==> src/rtl/pulse_cfg_sched_if.sv <==
// Requester and pulse-bank signal bundle for pulse_cfg_sched.
// master = requesters/bank side, slave = the sequencer.
interface pulse_cfg_sched_if;
  logic        host_req;
  logic [3:0]  host_ch;
  logic [31:0] host_delay;
  logic [31:0] host_width;
  logic        host_ack;
  logic        host_err;
  logic        seq_req;
  logic [3:0]  seq_ch;
  logic [31:0] seq_delay;
  logic [31:0] seq_width;
  logic        seq_ack;
  logic        seq_err;
  logic [31:0] PulseSelect_reg;
  logic [31:0] PulseDelay_reg;
  logic [31:0] PulseWidth_reg;
  logic        busy;
  logic [13:0] cfg_valid;

  modport master (
    output host_req, host_ch, host_delay, host_width,
    output seq_req, seq_ch, seq_delay, seq_width,
    input  host_ack, host_err, seq_ack, seq_err,
    input  PulseSelect_reg, PulseDelay_reg, PulseWidth_reg, busy, cfg_valid
  );

  modport slave (
    input  host_req, host_ch, host_delay, host_width,
    input  seq_req, seq_ch, seq_delay, seq_width,
    output host_ack, host_err, seq_ack, seq_err,
    output PulseSelect_reg, PulseDelay_reg, PulseWidth_reg, busy, cfg_valid
  );
endinterface

==> src/rtl/pulse_cfg_sched.sv <==
// Round-robin configuration sequencer for the 14-channel pulse bank: one
// channel latches new delay/width per transaction via setup/latch/release.
//
// state   | meaning
// --------+-----------------------------------------------------------
// IDLE    | waiting for a request; arbitrates and captures on grant
// SETUP   | delay/width driven to the bank, select still 0
// LATCH   | select = {load, ch} for HOLD_CYCLES cycles
// RELEASE | select back to 0, delay/width held, channel marked valid
// DONE    | ack (and err if rejected) to the granted requester
module pulse_cfg_sched #(
  parameter int HOLD_CYCLES = 2
) (
  input  logic              clk,
  input  logic              reset_n,
  pulse_cfg_sched_if.slave  bus
);

  typedef enum logic [2:0] {
    S_IDLE,
    S_SETUP,
    S_LATCH,
    S_RELEASE,
    S_DONE
  } state_t;

  localparam logic [3:0] HOLD_INIT = 4'(HOLD_CYCLES - 1);
  localparam logic [3:0] MAX_CH    = 4'd13;

  state_t      state_q, state_d;
  logic [3:0]  hold_q, hold_d;
  logic [3:0]  ch_q, ch_d;
  logic        gnt_seq_q, gnt_seq_d;
  logic        last_seq_q, last_seq_d;
  logic [31:0] delay_q, delay_d;
  logic [31:0] width_q, width_d;
  logic [4:0]  sel_q, sel_d;
  logic [13:0] cfg_valid_q, cfg_valid_d;
  logic        busy_q, busy_d;
  logic        host_ack_q, host_ack_d;
  logic        host_err_q, host_err_d;
  logic        seq_ack_q, seq_ack_d;
  logic        seq_err_q, seq_err_d;

  logic        pick_seq;
  logic [3:0]  req_ch;
  logic [31:0] req_delay;
  logic [31:0] req_width;

  // On a tie the requester not served last time wins.
  always_comb begin
    pick_seq  = bus.seq_req && (!bus.host_req || !last_seq_q);
    req_ch    = pick_seq ? bus.seq_ch    : bus.host_ch;
    req_delay = pick_seq ? bus.seq_delay : bus.host_delay;
    req_width = pick_seq ? bus.seq_width : bus.host_width;
  end

  always_comb begin
    state_d     = state_q;
    hold_d      = hold_q;
    ch_d        = ch_q;
    gnt_seq_d   = gnt_seq_q;
    last_seq_d  = last_seq_q;
    delay_d     = delay_q;
    width_d     = width_q;
    sel_d       = 5'd0;
    cfg_valid_d = cfg_valid_q;
    host_ack_d  = 1'b0;
    host_err_d  = 1'b0;
    seq_ack_d   = 1'b0;
    seq_err_d   = 1'b0;
    unique case (state_q)
      S_IDLE: begin
        if (bus.host_req || bus.seq_req) begin
          ch_d       = req_ch;
          gnt_seq_d  = pick_seq;
          last_seq_d = pick_seq;
          if (req_ch > MAX_CH) begin
            // Rejected: straight to DONE, bank registers untouched.
            state_d    = S_DONE;
            host_ack_d = !pick_seq;
            host_err_d = !pick_seq;
            seq_ack_d  = pick_seq;
            seq_err_d  = pick_seq;
          end else begin
            state_d = S_SETUP;
            delay_d = req_delay;
            width_d = req_width;
          end
        end
      end
      S_SETUP: begin
        state_d = S_LATCH;
        hold_d  = HOLD_INIT;
        sel_d   = {1'b1, ch_q};
      end
      S_LATCH: begin
        if (hold_q == 4'd0) begin
          state_d           = S_RELEASE;
          cfg_valid_d[ch_q] = 1'b1;
        end else begin
          hold_d = hold_q - 4'd1;
          sel_d  = {1'b1, ch_q};
        end
      end
      S_RELEASE: begin
        state_d    = S_DONE;
        host_ack_d = !gnt_seq_q;
        seq_ack_d  = gnt_seq_q;
      end
      S_DONE: begin
        state_d = S_IDLE;
      end
      default: begin
        state_d = S_IDLE;
      end
    endcase
    busy_d = (state_d != S_IDLE);
  end

  always_ff @(posedge clk or negedge reset_n) begin
    if (!reset_n) begin
      state_q     <= S_IDLE;
      hold_q      <= 4'd0;
      ch_q        <= 4'd0;
      gnt_seq_q   <= 1'b0;
      last_seq_q  <= 1'b1;
      delay_q     <= 32'd0;
      width_q     <= 32'd0;
      sel_q       <= 5'd0;
      cfg_valid_q <= 14'd0;
      busy_q      <= 1'b0;
      host_ack_q  <= 1'b0;
      host_err_q  <= 1'b0;
      seq_ack_q   <= 1'b0;
      seq_err_q   <= 1'b0;
    end else begin
      state_q     <= state_d;
      hold_q      <= hold_d;
      ch_q        <= ch_d;
      gnt_seq_q   <= gnt_seq_d;
      last_seq_q  <= last_seq_d;
      delay_q     <= delay_d;
      width_q     <= width_d;
      sel_q       <= sel_d;
      cfg_valid_q <= cfg_valid_d;
      busy_q      <= busy_d;
      host_ack_q  <= host_ack_d;
      host_err_q  <= host_err_d;
      seq_ack_q   <= seq_ack_d;
      seq_err_q   <= seq_err_d;
    end
  end

  assign bus.PulseSelect_reg = {27'd0, sel_q};
  assign bus.PulseDelay_reg  = delay_q;
  assign bus.PulseWidth_reg  = width_q;
  assign bus.busy            = busy_q;
  assign bus.cfg_valid       = cfg_valid_q;
  assign bus.host_ack        = host_ack_q;
  assign bus.host_err        = host_err_q;
  assign bus.seq_ack         = seq_ack_q;
  assign bus.seq_err         = seq_err_q;

endmodule
==> src/flat_wrapper.sv <==
// flat-port wrapper written by rule: the top's interface ports become plain ports
module pulse_cfg_sched_flat 
#(
  parameter int HOLD_CYCLES = 2
)
  (clk, reset_n, bus_host_req, bus_host_ch, bus_host_delay, bus_host_width, bus_seq_req, bus_seq_ch, bus_seq_delay, bus_seq_width, bus_host_ack, bus_host_err, bus_seq_ack, bus_seq_err, bus_PulseSelect_reg, bus_PulseDelay_reg, bus_PulseWidth_reg, bus_busy, bus_cfg_valid);
  pulse_cfg_sched_if bus_i ();
  input  logic clk;
  input  logic reset_n;
  input wire logic [$bits(bus_i.host_req)-1:0] bus_host_req;
  input wire logic [$bits(bus_i.host_ch)-1:0] bus_host_ch;
  input wire logic [$bits(bus_i.host_delay)-1:0] bus_host_delay;
  input wire logic [$bits(bus_i.host_width)-1:0] bus_host_width;
  input wire logic [$bits(bus_i.seq_req)-1:0] bus_seq_req;
  input wire logic [$bits(bus_i.seq_ch)-1:0] bus_seq_ch;
  input wire logic [$bits(bus_i.seq_delay)-1:0] bus_seq_delay;
  input wire logic [$bits(bus_i.seq_width)-1:0] bus_seq_width;
  output wire logic [$bits(bus_i.host_ack)-1:0] bus_host_ack;
  output wire logic [$bits(bus_i.host_err)-1:0] bus_host_err;
  output wire logic [$bits(bus_i.seq_ack)-1:0] bus_seq_ack;
  output wire logic [$bits(bus_i.seq_err)-1:0] bus_seq_err;
  output wire logic [$bits(bus_i.PulseSelect_reg)-1:0] bus_PulseSelect_reg;
  output wire logic [$bits(bus_i.PulseDelay_reg)-1:0] bus_PulseDelay_reg;
  output wire logic [$bits(bus_i.PulseWidth_reg)-1:0] bus_PulseWidth_reg;
  output wire logic [$bits(bus_i.busy)-1:0] bus_busy;
  output wire logic [$bits(bus_i.cfg_valid)-1:0] bus_cfg_valid;
  assign bus_i.host_req = bus_host_req;
  assign bus_i.host_ch = bus_host_ch;
  assign bus_i.host_delay = bus_host_delay;
  assign bus_i.host_width = bus_host_width;
  assign bus_i.seq_req = bus_seq_req;
  assign bus_i.seq_ch = bus_seq_ch;
  assign bus_i.seq_delay = bus_seq_delay;
  assign bus_i.seq_width = bus_seq_width;
  assign bus_host_ack = bus_i.host_ack;
  assign bus_host_err = bus_i.host_err;
  assign bus_seq_ack = bus_i.seq_ack;
  assign bus_seq_err = bus_i.seq_err;
  assign bus_PulseSelect_reg = bus_i.PulseSelect_reg;
  assign bus_PulseDelay_reg = bus_i.PulseDelay_reg;
  assign bus_PulseWidth_reg = bus_i.PulseWidth_reg;
  assign bus_busy = bus_i.busy;
  assign bus_cfg_valid = bus_i.cfg_valid;
  pulse_cfg_sched #(.HOLD_CYCLES(HOLD_CYCLES)) u_core (.clk(clk), .reset_n(reset_n), .bus(bus_i));
endmodule
==> config.mk <==
export PLATFORM = sky130hd
export DESIGN_NAME = pulse_cfg_sched_flat
export DESIGN_NICKNAME = d
export VERILOG_FILES = /design/src/rtl/pulse_cfg_sched_if.sv /design/src/rtl/pulse_cfg_sched.sv /design/src/flat_wrapper.sv
export SDC_FILE = /design/constraint.sdc
export NUM_CORES = 1
export LEC_CHECK = 0
export ABC_AREA = 1
export CAP_MARGIN = 0
export CORE_ASPECT_RATIO = 1.25
export CORE_MARGIN = 2
export CORE_UTILIZATION = 41
export DETAILED_ROUTE_END_ITERATION = 7
export DONT_BUFFER_PORTS = 1
export HOLD_SLACK_MARGIN = 0.08
export PLACE_DENSITY = 0.68
export SYNTH_ARGS = -nofsm -noshare
export SYNTH_HDL_FRONTEND = slang
export SYNTH_SLANG_ARGS = --single-unit
==> constraint.sdc <==
create_clock -name clk -period 1.7 [get_ports clk]
set_clock_uncertainty 0.05 [all_clocks]
set_input_delay 0.17 -clock clk [delete_from_list [all_inputs] [get_ports clk]]
set_output_delay 0.17 -clock clk [all_outputs]
set_load 0.05 [all_outputs]
==> results of run 1 <==
==> Yosys cell counts (2+ instances only) <==
| cell type | instances |
|---|---|
| dfrtp_1 | 100 |
| nand2_1 | 98 |
| mux2i_1 | 64 |
| o21ai_2 | 50 |
| buf_4 | 29 |
| inv_1 | 22 |
| o21bai_1 | 15 |
| buf_6 | 14 |
| nor2_1 | 14 |
| o21ai_0 | 13 |
| nand3_1 | 11 |
| o21ai_1 | 10 |
| o22ai_1 | 4 |
| buf_2 | 3 |
| clkbuf_4 | 3 |
| nand2_2 | 2 |
| nand3_2 | 2 |
| nand3b_1 | 2 |
==> metrics by stage <==
stage	cell area (um^2)	hold slack (ns)
floorplan	5010	-0.176
global placement	4920	-0.174
detailed placement	4920	-0.174
==> logic make-up after synthesis <==
kind of cell / Yosys count / share of synthesized area
AO/OA/AOI/OAI: 92 / 0.140
adder cells (fa/ha/maj): 1 / 0.00254
buffers and inverters: 72 / 0.102
flip-flops: 101 / 0.514
multiplexers: 64 / 0.130
other: 1 / 0.000763
AND/OR/NAND/NOR: 131 / 0.110
==> flow_metrics.env, run 1 <==
export IMPL_cts_hold_buf=126
export IMPL_root_buffer="clkbuf_16"
export IMPL_die_h_um=126
export IMPL_cts_setup_buffers=0
export IMPL_synthCells=462
export IMPL_synthTopCellsByArea="dfrtp_1, mux2i_1, o21ai_2"
export IMPL_yosys_warnings=0
export IMPL_rows=44
export IMPL_die_x_um=102
export IMPL_ys_seq_elements=101
export IMPL_stop_stage="clock tree synthesis"
export IMPL_synth_edff_count=0
export IMPL_dpl_cell_count=608
export IMPL_hpwlAfterDp_mm=7.73
export IMPL_portBuffers=0
export IMPL_pin_count=255
export IMPL_cts_htree_levels=3
export IMPL_synth_area_mm2=0.00492
export IMPL_initial_core_util=0.421
export IMPL_async_reset_ff_frac=1.00
export IMPL_cts_max_path_buffers=2
export IMPL_ctsResizeCount=1
export IMPL_syn_avg_cell_area_um2=10.6
export IMPL_pre_cts_ws_ns=-0.0545
export IMPL_error_line="[ERROR RSZ-0060] Max buffer count reached."
export IMPL_status="aborted with a tool error"
export IMPL_synth_top_cell_area_share=0.509
export IMPL_yosysSeqAreaShare=0.514
export IMPL_clkSinkCount=101
export IMPL_synth_cell_types=24
export IMPL_cts_buffers=9
export IMPL_gp_congestion=0.827
export IMPL_synth_top_cell_by_area="dfrtp_1"
export IMPL_ys_flop_type="dfrtp_1"
==> run 2: changes to the inputs <==
--- a/config.mk
+++ b/config.mk
@@ -7,13 +7,11 @@
 export LEC_CHECK = 0
 export ABC_AREA = 1
 export CAP_MARGIN = 0
-export CORE_ASPECT_RATIO = 1.25
 export CORE_MARGIN = 2
-export CORE_UTILIZATION = 41
+export CORE_UTILIZATION = 26
 export DETAILED_ROUTE_END_ITERATION = 7
 export DONT_BUFFER_PORTS = 1
-export HOLD_SLACK_MARGIN = 0.08
-export PLACE_DENSITY = 0.68
+export PLACE_DENSITY_LB_ADDON = 0.15
 export SYNTH_ARGS = -nofsm -noshare
 export SYNTH_HDL_FRONTEND = slang
 export SYNTH_SLANG_ARGS = --single-unit
==> constraint.sdc (replaced) <==
create_clock -name clk -period 2.2 [get_ports clk]
set_clock_uncertainty 0.05 [all_clocks]
set_input_delay 0.22 -clock clk [delete_from_list [all_inputs] [get_ports clk]]
set_output_delay 0.22 -clock clk [all_outputs]
set_load 0.05 [all_outputs]
==> flow_metrics.env, run 2 <==
export IMPL_status="finished, violations left"
export IMPL_violations="hold timing"
export IMPL_synthCells=462
export IMPL_hold_violations=101
export IMPL_synth_area_mm2=0.00492
export IMPL_worstSetupPathType="register to register"
export IMPL_cts_max_path_buffers=2
export IMPL_pin_count=255
export IMPL_synth_top_family_by_area="compound AO/OA/AOI/OAI gates"
export IMPL_wl_met1_mm=4.56
export IMPL_yosys_area_share_simple=0.110
export IMPL_clk_pin_slew_ns=0.08
export IMPL_endpoint_kind="register"
export IMPL_grtUsageTotal=0.111
export IMPL_worst_hold_path_type="primary input to asynchronous set/reset pin"
export IMPL_setup_viol=0
export IMPL_yosysSeqAreaShare=0.514
export IMPL_drive_gt1_frac=0.170
export IMPL_hpwlAfterDp_mm=8.27
export IMPL_reg2reg_slack_ns=0.42
export IMPL_synth_fa_ha_area_frac=0.00255
export IMPL_synth_top_cell_by_area="dfrtp_1"
export IMPL_drv_slew=0
export IMPL_path_cells="nand2_2, nand2_4, buf_4, mux2i_1, o21ai_0"
export IMPL_worstMarginPinSlew_ns=0.572
export IMPL_grt_pass1_wl_mm=17.0
export IMPL_ir_drop_mv=0.502
export IMPL_synth_commonest_cells="dfrtp_1, nand2_1, mux2i_1, o21ai_2, buf_4"
export IMPL_syn2layout_area_growth_pct=7.89
export IMPL_synth_edff_count=0
export IMPL_slew_headroom=0.619
export IMPL_layout_common_cells="dfrtp_1, nand2_1, mux2i_1, o21ai_2, conb_1"
export IMPL_dpl_cell_area_mm2=0.00499
export IMPL_vias=3048
export IMPL_synth_compound_area_share=0.140
export IMPL_ant_nets=0
export IMPL_portBuffers=0
export IMPL_highest_layer="met4"
export IMPL_die_x_um=142
export IMPL_cts_htree_levels=3
export IMPL_setup_tns_ns=0
export IMPL_synth_top_cell_area_share=0.509
export IMPL_die_h_um=142
export IMPL_fin_cells=694
export IMPL_n_antenna_cell=0
export IMPL_cts_tree="yes"
export IMPL_yosys_area_share_xor_xnor=0
export IMPL_clock_fmax_mhz=562
export IMPL_wl_met2_mm=5.52
export IMPL_drtIter0Drc=160
export IMPL_cp_num_buf_inv=1
export IMPL_core_mm2=0.0186
export IMPL_dpl_cell_count=678
export IMPL_clkSinkCount=101
export IMPL_worstPathRequired_ns=2.38
export IMPL_routedWlPerCell_um=16.2
export IMPL_grt_max_degree=102
export IMPL_cpMaxStageDelayCell="dfstp_2"
export IMPL_worst_skew_pair_late_latency_ns=0.35
export IMPL_hold_ws_ns=-0.499
export IMPL_gr_total_overflow=0
export IMPL_worstPathMaxFanout=28
export IMPL_root_buffer="clkbuf_16"
export IMPL_fin_nets=596
export IMPL_setup_ws_ns=0.421
export IMPL_timing_final_crit_share=0.809
export IMPL_powerDensity_mw_per_mm2=1910
export IMPL_via_per_inst=4.39
export IMPL_firstDrtPassIters=4
export IMPL_yosysMostFrequentCell="dfrtp_1"
export IMPL_p_leak_nw=2.62
export IMPL_synthTopCellsByArea="dfrtp_1, mux2i_1, o21ai_2"
export IMPL_ys_flop_type="dfrtp_1"
export IMPL_rsz0062_at_grt="no"
export IMPL_pre_cts_ws_ns=0.380
export IMPL_maxCapViolCount=0
export IMPL_ys_seq_elements=101
export IMPL_gp_congestion=0.749
export IMPL_fin_area_mm2=0.00530
export IMPL_yosys_warnings=0
export IMPL_drc=0
export IMPL_die_area_mm2=0.0200
export IMPL_start_kind="register"
export IMPL_period_minus_slack_ns=1.78
export IMPL_ctsResizeCount=0
export IMPL_met3_length_um=974
export IMPL_layout_commonest_cell="dfrtp_1"
export IMPL_rows=50
export IMPL_critPathMaxStageDelay_ns=0.54
export IMPL_syn_avg_cell_area_um2=10.6
export IMPL_arrival_ns=1.96
export IMPL_drt_total_wl_mm=11.3
export IMPL_grt_pass1_vias=3030
export IMPL_synth_cell_types=24
export IMPL_cts_buffers=9
export IMPL_initial_core_util=0.264
export IMPL_async_reset_ff_frac=1.00
export IMPL_p_total_mw=10.1
export IMPL_antenna_found_initial=0
export IMPL_yosys_mux_area_fraction=0.130
export IMPL_cp_top_family="flip-flops"
export IMPL_fin_util=0.284
export IMPL_cts_setup_buffers=0
[run 2: cell counts after synthesis]
Identical to the previous run, type by type.
[run 2: cell type report]
| class | count | area [um^2] |
|---|---|---|
| clock buffers | 9 | 225 |
| flip-flops and latches | 101 | 2530 |
| clock inverters | 7 | 92.6 |
| inverters | 23 | 86.3 |
| repair buffers | 5 | 87.6 |
| fillers | 1953 | 13300 |
| multi-input cells | 315 | 1990 |
| well taps | 234 | 293 |
[run 2: path summary, 6_finish.rpt]
kind                            cells past startpoint                             to              start
worst max-delay path                                5  u_core.bus.PulseDelay_reg[20]  u_core.last_seq_q
worst min-delay path                                0                u_core.sel_q[4]            reset_n
worst max register to register                      5  u_core.bus.PulseDelay_reg[20]  u_core.last_seq_q
worst min register to register                      2              u_core.last_seq_q  u_core.last_seq_q
max in group asynchronous                           0              u_core.last_seq_q            reset_n
min in group clk                                    2  u_core.bus.PulseDelay_reg[24]  bus_seq_delay[24]
[run 2: per-layer routing]
metal,vias to the layer above,track usage
li1,1473,-
met1,1419,0.128
met2,142,0.185
met3,14,0.0442
met4,0,0.0421
met5,-,0
[run 2: power by group]
group	total, mW	internal, mW	switching [mW]
logic	2.51	0.949	1.56
clock network	1.70	0.913	0.787
registers	5.90	2.67	3.22
total	10.1	4.54	5.57
[run 2: cell families after synthesis]
kind of cell             after synthesis
flip-flops                           101
AND/OR/NAND/NOR                      131
AO/OA/AOI/OAI                         92
other                                  1
adder cells (fa/ha/maj)                1
multiplexers                          64
buffers and inverters                 72
Power figures use the tool's default switching activity.
